$ cat config.mk
export PLATFORM = sky130hd
export DESIGN_NAME = mux_rr
export DESIGN_NICKNAME = d
export VERILOG_FILES = /design/src/rtl/mux_rr.sv
export SDC_FILE = /design/constraint.sdc
export NUM_CORES = 1
export LEC_CHECK = 0
export BUFFER_PORTS_ARGS = -buffer_cell sky130_fd_sc_hd__buf_2
export CAP_MARGIN = 10
export CORE_UTILIZATION = 53
export DETAILED_ROUTE_END_ITERATION = 16
export PLACE_DENSITY = 0.86
export SETUP_SLACK_MARGIN = 0.4
export SLEW_MARGIN = 20
export SYNTH_ARGS = -nofsm -noshare
export SYNTH_HDL_FRONTEND = slang
export SYNTH_SLANG_ARGS = --single-unit
$ cat constraint.sdc
create_clock -name clk -period 6.7 [get_ports clk]
set_input_delay 1.34 -clock clk [delete_from_list [all_inputs] [get_ports clk]]
set_output_delay 1.34 -clock clk [all_outputs]
set_load 0.02 [all_outputs]
$ cat src/rtl/mux_rr.sv
// Registered N-channel mux with valid/ready on every port. A channel is chosen
// either by an external select (mode=0) or by round-robin over the valid channels (mode=1).
module mux_rr #(
  parameter int WIDTH = 8,
  parameter int N     = 4,
  parameter int SW    = $clog2(N)
) (
  input  logic               clk,
  input  logic               rst_n,
  input  logic               mode,
  input  logic [SW-1:0]      sel,
  input  logic [N*WIDTH-1:0] in_data,
  input  logic [N-1:0]       in_valid,
  output logic [N-1:0]       in_ready,
  output logic [WIDTH-1:0]   out_data,
  output logic [SW-1:0]      out_src,
  output logic               out_valid,
  input  logic               out_ready
);

  // Handshake: a beat moves on any port in a cycle where both its valid and
  // its ready are high at the rising edge. The upstream side holds data
  // stable while valid && !ready. in_ready is combinational. out_* are registered.

  logic [WIDTH-1:0] data_q, data_d;
  logic [SW-1:0]    src_q, src_d;
  logic [SW-1:0]    ptr_q, ptr_d;
  logic             valid_q, valid_d;

  logic             can_load;
  logic             load;
  logic [N-1:0]     grant;
  logic [SW-1:0]    gidx;
  logic [SW-1:0]    ptr_nxt;
  logic [SW:0]      rr_idx;
  logic             found;
  logic [WIDTH-1:0] sel_data;

  assign can_load = !valid_q || out_ready;

  // Fixed mode compares sel against every real channel, so an out-of-range sel never grants.
  always_comb begin
    grant  = '0;
    gidx   = '0;
    found  = 1'b0;
    rr_idx = '0;
    if (!mode) begin
      for (int i = 0; i < N; i++) begin
        if (sel == SW'(i) && in_valid[i]) begin
          grant[i] = 1'b1;
          gidx     = SW'(i);
        end
      end
    end else begin
      for (int k = 0; k < N; k++) begin
        rr_idx = {1'b0, ptr_q} + (SW+1)'(k);
        if (rr_idx >= (SW+1)'(N)) rr_idx = rr_idx - (SW+1)'(N);
        if (!found && in_valid[rr_idx[SW-1:0]]) begin
          found               = 1'b1;
          grant               = '0;
          grant[rr_idx[SW-1:0]] = 1'b1;
          gidx                = rr_idx[SW-1:0];
        end
      end
    end
  end

  assign in_ready = grant & {N{can_load}};
  assign load     = |in_ready;
  assign ptr_nxt  = (gidx == SW'(N-1)) ? '0 : gidx + SW'(1);

  always_comb begin
    sel_data = '0;
    for (int i = 0; i < N; i++) begin
      if (gidx == SW'(i)) sel_data = in_data[i*WIDTH +: WIDTH];
    end
  end

  // A load while the held beat leaves is a same-cycle reload; valid stays high.
  always_comb begin
    data_d  = data_q;
    src_d   = src_q;
    valid_d = valid_q;
    ptr_d   = ptr_q;
    if (load) begin
      data_d  = sel_data;
      src_d   = gidx;
      valid_d = 1'b1;
      if (mode) ptr_d = ptr_nxt;
    end else if (out_ready) begin
      valid_d = 1'b0;
    end
  end

  always_ff @(posedge clk or negedge rst_n) begin
    if (!rst_n) begin
      data_q  <= '0;
      src_q   <= '0;
      valid_q <= 1'b0;
      ptr_q   <= '0;
    end else begin
      data_q  <= data_d;
      src_q   <= src_d;
      valid_q <= valid_d;
      ptr_q   <= ptr_d;
    end
  end

  assign out_data  = data_q;
  assign out_src   = src_q;
  assign out_valid = valid_q;

endmodule
# Yosys cells after proc, flatten, opt, wreduce, memory -nomap -nowiden
# Index checks and enable logic that the tools add are counted.
# Widths: inputs -> output; s select.
# word_totals
register_bits	13
# op_classes
eq_ne	6
n_mux	54
n_addsub	8
n_lt_le_gt_ge	12
bitwise_logic	1
n_reduce_logical	21
# op_table
operator	n
$mux 2	16
$mux 8	4
$mux 1	21
$mux 4	5
$lt 2x3->1 const B	4
$logic_and 1x1->1	11
$ge 3x3->1 const B	3
$bmux 1 s2	4
$demux 1 s2	4
$eq 2x2->1 const B	4
$ge 2x1->1 const B	4
$sub 2x1->2 const B	4
$add 2x2->3 const B	2
$and 4x4->4	1
$eq 2x1->1 const B	2
$logic_not 1->1	4
$logic_not 2->1	2
$reduce_or 4->1	1
$add 2x1->3 const B	1
$ge 2x3->1 const B	1
$add 2x1->2 const B	1
$reduce_and 2->1	1
$reduce_bool 2->1	1
$logic_or 1x1->1	1

# Logic depth before layout (Yosys ltp)
# logic_depth
word_depth	24
depth_mapped	19

# Worst setup path after synthesis
# Ideal clock, no wire load.
# synth_path
path_kind	input to output
from	in in_valid[2]
to	out in_ready[1]
stages	7
n_path_buf	1
t_arrival_ns	2.634
path_slack_ns	2.726
path_cell_list	buf_2 > mux2_4 > and2_4 > o211ai_1 > a31oi_1 > a311oi_1 > nor2_1
# synth_via
elab_chain_len	17
word_cells_on_any_way	26
# synth_lines
item	line_no	text
start, declared	13	input logic [N-1:0] in_valid,
$bmux 1 s2	58	if (!found && in_valid[rr_idx[SW-1:0]]) begin
$mux 1 (not written as such)	58	
$mux 1	58	
$mux 1	47	if (!mode) begin
$logic_not 1->1	58	
$logic_and 1x1->1	58	
$mux 1	58	
$mux 1	47	
$logic_not 1->1	58	
$logic_and 1x1->1	58	
$mux 1	58	
$mux 1	47	
$logic_not 1->1	58	
$logic_and 1x1->1	58	
$mux 4 (*)	58	
$mux 4 (*)	47	
$and 4x4->4 (*)	68	assign in_ready = grant & {N{can_load}};
end, declared	14	output logic [N-1:0] in_ready,
# Every way passes the cells marked *; elsewhere a longest branch is shown, timed or not. The select of a mux whose other input is x is not followed.

# Worst setup path after layout
# layout_path
from	reg ptr_q[0]
to	out in_ready[1]
# layout_via
elab_chain_len	20
word_cells_on_any_way	65
# layout_lines
item	line_no	text
start, declared	27	logic [SW-1:0] ptr_q, ptr_d;
start signal, assigned	105	ptr_q <= ptr_d;
$ge 2x3->1 / $sub 2x1->2 (equally long branches)	57	if (rr_idx >= (SW+1)'(N)) rr_idx = rr_idx - (SW+1)'(N);
$mux 2	57	
$mux 2	47	
$bmux 1 s2	58	
$mux 1 (not written as such)	58	
$mux 1	58	
$mux 1	47	
$logic_not 1->1	58	
[4 not listed]	-	
$logic_and 1x1->1	58	
$mux 1	58	
$mux 1	47	
$logic_not 1->1	58	
$logic_and 1x1->1	58	
$mux 4 (*)	58	
$mux 4 (*)	47	
$and 4x4->4 (*)	68	
# Marked as above.

==> summary.md <==
| Metric | Value |
|---|---|
| Avg Vias per Cell | `between 5 and 6` |
| Detailed Place HPWL | `~2900 um` |
| Reg2reg path depth | `16` |
| Avg Inst Size Synth | `8.38 um^2` |
| Maxcap violations | `0` |
| Crit-path slowest cell | `dfrtp_1` |
| Sequential cell area | `roughly 330 um^2` |
| Critical path buffers and inverters | `2` |
| Pin count of the biggest net entering global routing | `19` |
| Nets | `roughly 280` |
| Detailed Routing Iterations Pass 1 | `5` |
| Slew HR | `0.543` |
| Die W | `54.3 um` |
| Core area | `approximately 2500 um^2` |
| Post-DR wirelength/cell | `14.2 um` |
| Crit-path max FO | `18` |
| RSZ-0062 raised after global routing | `false` |
| Setup Total Neg Slack | `0 ns` |
| Min Tclk post-route | `about 4.4 ns` |
| CTS Sinks | `13` |
| DR vias | `1467` |
| Max H-tree Level | `1` |
| Most common cell after layout, fill and taps aside | `buf_2` |
| Peak VDD IR | `0.312 mV` |
| Worst-Skew Late Latency | `0.27 ns` |
| PD cells | `around 440 nW/um^2` |
| Comb power frac | `0.726` |
| Final setup viols | `0` |
| Starting DRT DRC Count | `55` |
| ANT cells | `0` |
| Sw Ratio | `0.487` |
| First-pass GRT wire length | `about 5600 um` |
| Proportion of layout cells with a drive suffix above 1 | `0.350` |
| Final Wtd Congestion | `approximately 0.9` |
| Family with the most delay on the worst path | `flip-flops` |
| Final wirelength | `3590 um` |
| Syn Std Cell Area | `between 1000 and 1500 um^2` |
| Initial antenna violation count | `0` |
| Worst-path cell chain | `inv_2 -> ha_1 -> mux2i_1 -> nor2_1 -> o21ai_0 -> a31oi_1 -> a311oi_1 -> nor2_1 -> buf_2` |
| Buffers on Ports | `between 50 and 60` |
| Cts hold-fix bufs | `0` |
| WS Path Type | `flop to output port` |
| Postcts setup bufs | `0` |
| Psw | `between 300 and 400 uW` |
| IO Pins | `57` |
| Synth async-reset ratio | `1.00` |
| CP endpoint | `in_ready[1]` |
| Worst EP required | `5.36 ns` |
| CTS tree | `yes` |
| Post-synthesis cell count | `173` |
| Num CTS Buffers | `3` |
| Mapped Nets | `around 230` |
| Outcome | `completed` |
| Starting density of the core | `0.575` |
| Gr usage total | `0.258` |
| YS warnings | `0` |
| Fmax | `between 200 and 250 MHz` |
| Area Overhead vs Synth | `19.7%` |
| Worst stage delay on the critical path | `about 0.8 ns` |
| Row count | `18` |
| Sequential share of power | `0.213` |
| Area occupied by multi-input gates | `between 1000 and 1500 um^2` |
| R2r endpoint | `out_data[7]` |
| Gr ovfl total | `0` |
| Final clock skew | `approximately 0.0022 ns` |
| Worst Tran Pin Value | `about 0.7 ns` |
| Number of global-route vias before repair | `1220` |
| Reg-to-Reg Start | `ptr_q[0]` |
| Hold Crit Class | `flop to flop` |
| Library cells used by synthesis | `35` |
| Post-CTS sizing | `0` |
| Sequential area share after synthesis | `0.224` |
| Post-synth top flop | `dfrtp_1` |
| Die Y | `approximately 54 um` |
| Fillers | `approximately 230` |
| Clk slew on worst S/H paths | `roughly 0.080 ns` |
| Overall power | `slightly below 800 uW` |
| DRC violations left | `0` |
| Part of the power in the clock network | `0.061` |
| Pins Over Slew Limit | `0` |
| WP depth | `9` |
| Fin. Hold Viols | `0` |
| CP endpoint kind | `output port` |
| Worst setup SP type | `flop` |
| Post-synthesis register bit count | `13` |
| Worst path most repeated cell | `nor2_1` |
| Clock root buffer master | `clkbuf_4` |
| EDFF count, synth | `0` |
| Commonest non-fill, non-tap cells in the layout | `56 x buf_2, 22 x nor2_1, 17 x nand2_1, 17 x o21ai_0, 13 x dfrtp_1` |
| CP startpoint | `ptr_q[0]` |
| CTS max path bufs | `2` |
| LEAKAGE | `about 0.86 nW` |
| Final period util | `0.660` |
| Pint | `about 400 uW` |
| WP data arrival | `between 3 and 4 ns` |
| Total Die Area | `about 3000 um^2` |
| Antenna-violating nets left | `0` |
| Worst reg-to-reg setup slack | `between 2 and 2.5 ns` |
## final cells by class
class / count / share of cell area
clock buffer: 4 / 0.0151
inverter: 5 / 0.0108
multi-input combinational: 144 / 0.599
sequential: 13 / 0.187
tap: 30 / 0.0216
timing repair buffer: 57 / 0.166
## cell usage after synthesis, types with 2 or more instances
cell type | number | area share
a21oi_1 | 10 | 0.035
a22oi_1 | 7 | 0.036
a311oi_1 | 4 | 0.024
a31oi_1 | 5 | 0.022
a32oi_1 | 2 | 0.012
a41oi_1 | 2 | 0.012
buf_2 | 2 | 0.0069
buf_6 | 3 | 0.023
clkbuf_1 | 6 | 0.016
dfrtp_1 | 13 | 0.22
ha_1 | 11 | 0.095
inv_1 | 4 | 0.010
mux2_2 | 3 | 0.023
mux2_4 | 12 | 0.12
mux2i_1 | 6 | 0.041
nand2_1 | 17 | 0.044
nand2b_1 | 4 | 0.017
nor2_1 | 22 | 0.057
nor2b_1 | 3 | 0.013
o211ai_1 | 4 | 0.021
o21ai_0 | 17 | 0.059
o21ai_1 | 2 | 0.0069
o22ai_1 | 2 | 0.0086
## cells by family after synthesis
family,Yosys count,share of synthesized area
AOI/OAI and AO/OA,57,0.246
adders and majority gates,11,0.0949
buffers and inverters,16,0.0587
DFF,13,0.224
muxes,23,0.212
and+or+nand+nor,53,0.164
## metrics by stage
| step | area, um^2 | utilization | setup slack (ns) | hold slack (ns) | cells |
|---|---|---|---|---|---|
| detailed placement | 1710 | 0.678 | 2.32 | 0.498 | 249 |
| floorplan | 1450 | - | 2.73 | 0.609 | 173 |
| finish | 1740 | 0.688 | 2.28 | 0.514 | 253 |
| global placement | 1710 | 0.678 | 2.47 | 0.466 | 249 |
| CTS | 1740 | 0.688 | 2.29 | 0.518 | 253 |
| global route | 1740 | 0.688 | 1.93 | 0.530 | 253 |
## flip-flops by register name (all words and copies together) (netlist names)
name,cells
out_valid,1
out_data,8
ptr_q,2
out_src,2
## power groups by stage
stage	clock, mW	sequential (mW)	combinational (mW)
detailed placement	0	0.165	0.553
global route	0.0534	0.170	0.615
finish	0.0474	0.164	0.560
global placement	0	0.164	0.542
floorplan	0	0.181	0.422
CTS	0.0479	0.164	0.555
## how the worst min path moves through the flow
stage | startpoint | endpoint | slack, ns | cells after the start
final | out_data[3] | out_data[3] | 0.51 | 1
after global placement | out_data[0] | out_data[0] | 0.47 | 1
after detailed placement | out_data[3] | out_data[3] | 0.50 | 1
after global routing | out_data[3] | out_data[3] | 0.53 | 1
after floorplan | out_data[0] | out_data[0] | 0.61 | 1
after CTS | out_data[3] | out_data[3] | 0.52 | 1
## layer usage
layer  vias up  GRT usage  wire length (um)
li1        733          -                 -
met1       671      0.389              1690
met2        56      0.382              1680
met3         7     0.0361               185
met4         0     0.0598                37
met5         -          0                 0
Note: power is estimated with default switching activity, not from simulation.
